### src/rtl/lsu_mem_interface_pkg.sv
// Shared encodings for the load/store unit: funct3 size/sign codes and FSM states.
package lsu_mem_interface_pkg;

  localparam logic [2:0] F3_B  = 3'b000;
  localparam logic [2:0] F3_H  = 3'b001;
  localparam logic [2:0] F3_W  = 3'b010;
  localparam logic [2:0] F3_BU = 3'b100;
  localparam logic [2:0] F3_HU = 3'b101;

  typedef enum logic [1:0] {
    ST_IDLE = 2'b00,
    ST_WAIT = 2'b01,
    ST_DONE = 2'b10
  } state_t;

endpackage

### src/rtl/lsu_mem_interface_lane_align.sv
// Byte-lane steering for the LSU: byte enables, store replication, load extract/extend
// and the alignment/legal-funct3 check. Purely combinational, no backpressure.
module lsu_lane_align
  import lsu_mem_interface_pkg::*;
(
  input  logic        i_req_valid,
  input  logic [2:0]  i_funct3,
  input  logic [1:0]  i_addr_lo,
  input  logic [31:0] i_wdata,
  input  logic [31:0] i_bus_rdata,
  output logic [3:0]  o_be,
  output logic [31:0] o_wdata_rep,
  output logic [31:0] o_load_ext,
  output logic        o_misaligned
);

  logic [31:0] w_shift;
  logic [7:0]  w_byte;
  logic [15:0] w_half;
  logic        w_bad;

  assign w_shift = i_bus_rdata >> {i_addr_lo, 3'b000};
  assign w_byte  = w_shift[7:0];
  assign w_half  = i_addr_lo[1] ? i_bus_rdata[31:16] : i_bus_rdata[15:0];

  always_comb begin
    o_be        = 4'b0000;
    o_wdata_rep = 32'h0;
    o_load_ext  = 32'h0;
    w_bad       = 1'b0;
    case (i_funct3)
      F3_B, F3_BU: begin
        o_be        = 4'b0001 << i_addr_lo;
        o_wdata_rep = {4{i_wdata[7:0]}};
        o_load_ext  = {{24{w_byte[7] & ~i_funct3[2]}}, w_byte};
      end
      F3_H, F3_HU: begin
        o_be        = i_addr_lo[1] ? 4'b1100 : 4'b0011;
        o_wdata_rep = {2{i_wdata[15:0]}};
        o_load_ext  = {{16{w_half[15] & ~i_funct3[2]}}, w_half};
        w_bad       = i_addr_lo[0];
      end
      F3_W: begin
        o_be        = 4'b1111;
        o_wdata_rep = i_wdata;
        o_load_ext  = i_bus_rdata;
        w_bad       = (i_addr_lo != 2'b00);
      end
      default: w_bad = 1'b1;
    endcase
  end

  assign o_misaligned = i_req_valid & w_bad;

endmodule

### src/rtl/lsu_mem_interface.sv
// Load/store unit: one registered request/ready bus transaction per access, stalling the core
// through IDLE-request and WAIT (min 3 cycles incl. DONE); aborts with bus_err after TIMEOUT_CYCLES.
module lsu_mem_interface
  import lsu_mem_interface_pkg::*;
#(
  parameter int TIMEOUT_CYCLES = 16,
  parameter int CNT_W          = 8
) (
  input  logic        clk,
  input  logic        rst_n,
  input  logic        req_valid,
  input  logic        req_write,
  input  logic [2:0]  funct3,
  input  logic [31:0] addr,
  input  logic [31:0] wdata,
  output logic        stall,
  output logic [31:0] rdata,
  output logic        misaligned,
  output logic        bus_err,
  output logic        bus_req,
  output logic        bus_we,
  output logic [31:0] bus_addr,
  output logic [3:0]  bus_be,
  output logic [31:0] bus_wdata,
  input  logic        bus_ready,
  input  logic [31:0] bus_rdata
);

  localparam logic [CNT_W-1:0] LP_CNT_LAST = CNT_W'(TIMEOUT_CYCLES - 1);

  state_t      r_state;
  state_t      w_state_nxt;
  logic [CNT_W-1:0] r_cnt;
  logic        r_bus_req;
  logic        r_bus_we;
  logic [31:0] r_bus_addr;
  logic [3:0]  r_bus_be;
  logic [31:0] r_bus_wdata;
  logic [31:0] r_rdata;
  logic        r_bus_err;

  logic [3:0]  w_be;
  logic [31:0] w_wdata_rep;
  logic [31:0] w_load_ext;
  logic        w_misaligned;
  logic        w_start;
  logic        w_timeout;

  lsu_lane_align u_lane_align (
    .i_req_valid  (req_valid),
    .i_funct3     (funct3),
    .i_addr_lo    (addr[1:0]),
    .i_wdata      (wdata),
    .i_bus_rdata  (bus_rdata),
    .o_be         (w_be),
    .o_wdata_rep  (w_wdata_rep),
    .o_load_ext   (w_load_ext),
    .o_misaligned (w_misaligned)
  );

  assign w_start   = (r_state == ST_IDLE) & req_valid & ~w_misaligned;
  assign w_timeout = (TIMEOUT_CYCLES != 0) && (r_cnt == LP_CNT_LAST);

  always_comb begin
    w_state_nxt = r_state;
    case (r_state)
      ST_IDLE: if (w_start) w_state_nxt = ST_WAIT;
      ST_WAIT: if (bus_ready || w_timeout) w_state_nxt = ST_DONE;
      ST_DONE: w_state_nxt = ST_IDLE;
      default: w_state_nxt = ST_IDLE;
    endcase
  end

  always_ff @(posedge clk or negedge rst_n) begin
    if (!rst_n) begin
      r_state <= ST_IDLE;
    end else begin
      r_state <= w_state_nxt;
    end
  end

  always_ff @(posedge clk or negedge rst_n) begin
    if (!rst_n) begin
      r_cnt       <= '0;
      r_bus_req   <= 1'b0;
      r_bus_we    <= 1'b0;
      r_bus_addr  <= 32'h0;
      r_bus_be    <= 4'b0000;
      r_bus_wdata <= 32'h0;
      r_rdata     <= 32'h0;
      r_bus_err   <= 1'b0;
    end else begin
      case (r_state)
        ST_IDLE: begin
          if (w_start) begin
            r_bus_req   <= 1'b1;
            r_bus_we    <= req_write;
            r_bus_addr  <= {addr[31:2], 2'b00};
            r_bus_be    <= w_be;
            r_bus_wdata <= w_wdata_rep;
            r_cnt       <= '0;
          end
        end
        ST_WAIT: begin
          // addr/funct3 are held by the stalled core, so the lane extract is still valid here
          if (bus_ready) begin
            r_bus_req <= 1'b0;
            r_rdata   <= r_bus_we ? 32'h0 : w_load_ext;
            r_bus_err <= 1'b0;
          end else if (w_timeout) begin
            r_bus_req <= 1'b0;
            r_rdata   <= 32'h0;
            r_bus_err <= 1'b1;
          end else begin
            r_cnt <= r_cnt + 1'b1;
          end
        end
        ST_DONE: r_bus_err <= 1'b0;
        default: r_bus_req <= 1'b0;
      endcase
    end
  end

  // Gated by rst_n so a held req_valid cannot keep the core frozen during reset.
  assign stall      = rst_n & (w_start | (r_state == ST_WAIT));
  assign misaligned = w_misaligned;
  assign rdata      = r_rdata;
  assign bus_err    = r_bus_err;
  assign bus_req    = r_bus_req;
  assign bus_we     = r_bus_we;
  assign bus_addr   = r_bus_addr;
  assign bus_be     = r_bus_be;
  assign bus_wdata  = r_bus_wdata;

endmodule

### config.mk
export PLATFORM = sky130hd
export DESIGN_NAME = lsu_mem_interface
export DESIGN_NICKNAME = d
export VERILOG_FILES = /design/src/rtl/lsu_mem_interface_pkg.sv /design/src/rtl/lsu_mem_interface_lane_align.sv /design/src/rtl/lsu_mem_interface.sv
export SDC_FILE = /design/constraint.sdc
export NUM_CORES = 1
export LEC_CHECK = 0
export ABC_AREA = 1
export CAP_MARGIN = 20
export CORE_MARGIN = 1.5
export CORE_UTILIZATION = 50
export DETAILED_ROUTE_END_ITERATION = 10
export GPL_ROUTABILITY_DRIVEN = 0
export PLACE_DENSITY_LB_ADDON = 0.05
export SYNTH_ARGS = -nofsm -noshare
export SYNTH_HDL_FRONTEND = slang
export SYNTH_HIERARCHICAL = 1
export SYNTH_SLANG_ARGS = --single-unit
### constraint.sdc
create_clock -name clk -period 5.4 [get_ports clk]
set_input_delay 1.62 -clock clk [delete_from_list [all_inputs] [get_ports clk]]
set_output_delay 1.62 -clock clk [all_outputs]
set_load 0.1 [all_outputs]
==> results.cfg <==
[synthesis]
synth_compound_area_frac = 0.0555
yosys.cell_types.count = 29
synth_seq_cells = 111
synth_area_per_cell_sq_um = 6.88
muxShareOfSynthArea = 0
synthXorXnorAreaFrac = 0
yosys.area_share.simple = 0.386
synthAdderAreaFrac = 0.00205
ys_seq_area_frac = 0.455
synth_top_family_by_area = simple AND/OR/NAND/NOR gates
ys_warn_count = 6
synth_cells = 887
syn_area_sq_um = 6110

[sta]
finalSetupViolCount = 0
fin_crit_sh = 0.930
worst_pin_slew_ns = 1.05
maxSlewHeadroom = 0.297
tns_ns = 0
fmaxAchievable_mhz = 199
maxSlewViolCount = 0
hold_violations = 0
rsz0062_at_grt = false
period_minus_slack_ns = 5.02
clock_skew_ns = 0.00700

[floorplanning]
fp.dieW_um = 114
die_area_sq_um = 12900
core_area_sq_um = 12000
rows = 40
die_y_um = 114
initial_utilization = 0.510
ios = 209

[detailed_routing]
dr.first_iter.drc_count = 535
vias = 5944
firstDrtPassIters = 5
wl_um = 16800
ant_nets = 0
vias_per_cell = 4.87
drc_errors = 0
wl_per_cell_um = 13.8

[clock_network]
clock-sinks = 111
cts_root_buffer = clkbuf_16
clockBufferDepth = 2
cts_tree = done
cts.clk_slew.worst_paths_ns = 0.07
cts.hold.buffers_added = 0
post_cts_resized = 0
cts_buffers = 9
clk_latency_ns = 0.35
htree_num_levels = 3
post_cts_buffers = 0

[pwr]
vdd_drop_max_mv = 0.363
power_mw = 4.73
leakagePower_nw = 4.55
power.density_nw_per_um2 = 560

[setup_path]
end_kind = output port
slowest_stage = clkdlybuf4s50_1
path_cells = clkdlybuf4s50_1 -> inv_2 -> nand2_2 -> inv_2 -> nand2_1 -> nand3_1 -> nand2_1 -> inv_1 -> inv_1 -> nand3_2 -> a21boi_4 -> buf_12
cp.arrival_ns = 3.40
slowest_delay_ns = 0.57
cp_max_fo = 10
start_kind = input pin
cp.required_ns = 3.78
path_class = input pin to output port

[placement]
place_area_sq_um = 8150
port_buffers = 206
dp_hpwl_um = 12000

[finish]
area_growth_pct = 38.4
diodes = 0
final_nets = 1174
fin_util = 0.706
drive_gt1_frac = 0.0466
postLayoutCellArea_sq_um = 8450
fillerInstances = 1060

[run]
cap_violations = 0

[global_route]
grt_max_degree = 69
grt_pass1_wl_um = 26700
grt.total_usage = 0.263
grt_overflow = 0
grt_pass1_vias = 5149
antenna_found_initial = 0

[outcome]
outcome = complete, no violations

[min_path]
hp-class = register to register
## cell type report
type | count | area (sq um) | share of cell area
Sequential cell | 111 | 2780 | 0.329
Multi-Input combinational cell | 653 | 2730 | 0.323
Timing Repair Buffer | 217 | 2160 | 0.256
Inverter | 77 | 292 | 0.0345
Clock buffer | 11 | 253 | 0.0299
Tap cell | 147 | 184 | 0.0218
Clock inverter | 5 | 51.3 | 0.00607
## cell families (layout without fill, tap and decap cells)
kind of cell,Yosys count,after routing
and+or+nand+nor,592,592
DFF,111,111
buffers and inverters,124,310
adders and majority gates,1,1
AOI/OAI and AO/OA,58,58
other,1,2
## worst paths after layout
path                                              from                        end  slack (ns)  cells after the start
worst max-delay path                         funct3[1]                      stall        0.38                     12
worst min-delay path              rdata[3]$_DFFE_PN0P_       rdata[3]$_DFFE_PN0P_        0.47                      2
worst max register to register  r_state[0]$_DFFE_PN0P_  bus_wdata[12]$_DFFE_PN0P_        3.19                      7
worst min register to register    rdata[3]$_DFFE_PN0P_       rdata[3]$_DFFE_PN0P_        0.47                      2
max in group asynchronous                        rst_n  bus_wdata[27]$_DFFE_PN0P_        2.78                      3
min in group asynchronous                        rst_n       r_cnt[1]$_DFFE_PN0P_        1.47                      2
## layer usage
metal / vias to the layer above / global-route usage / wire length [um]
met4: 0 / 0.0717 / 340
met1: 2659 / 0.376 / 7770
met5: - / 0 / 0
li1: 3059 / - / -
met3: 22 / 0.0659 / 1260
met2: 204 / 0.400 / 7460
## metrics by stage
step                setup slack, ns  std cells  hold slack, ns
CTS                           0.389       1221           0.474
detailed placement            0.389       1205           0.457
finish                        0.379       1221           0.469
global route                  0.196       1221           0.491
global placement              0.445       1205           0.454
floorplan                    0.0353        888           0.474
## state kept, by name, summed over array words and instances (netlist names)
name and cells:
bus_we 1, bus_err 1, r_state 2, rdata 32
r_cnt 8, bus_be 4, bus_addr 30, bus_wdata 32
bus_req 1
## critical path, delay by kind of cell
family | cells | cell delay (ns)
AO/OA/AOI/OAI | 1 | 0.17
buffers and inverters | 6 | 1.09
AND/OR/NAND/NOR | 5 | 0.52
## cells in the mapped netlist, drive strengths merged
cell      n  area share
ha        1      0.0020
o21bai    1      0.0012
clkbuf    7      0.0043
nor2     14      0.0098
a21oi     2      0.0023
inv      77       0.048
o21ai    45       0.038
dfrtp   111        0.45
o31ai     1      0.0012
buf      40       0.048
nand3    58       0.053
a21boi    1      0.0012
nand4     1      0.0010
conb      1     0.00061
nand2   516        0.32
a22o      8       0.011
nand3b    2      0.0025
or2       1      0.0010
## power breakdown
group	internal [mW]	total [mW]	switching, mW
Sequential	1.07	1.21	0.138
Clock	0.348	0.666	0.318
Combinational	0.609	2.85	2.24
## cell usage in the layout, fill, tap and decap left out, types with 2 or more instances in the layout
cell,count
a22o_1,8
buf_12,2
buf_4,12
clkbuf_16,9
clkbuf_8,2
clkdlybuf4s50_1,203
conb_1,2
dfrtp_1,111
inv_1,71
inv_2,5
inv_8,2
nand2_1,512
nand2_2,4
nand3_1,54
nand3_2,2
nand3_4,2
nand3b_1,2
nor2_1,13
o21ai_0,31
o21ai_1,12
o21ai_2,2
Power figures use the tool's default switching activity.
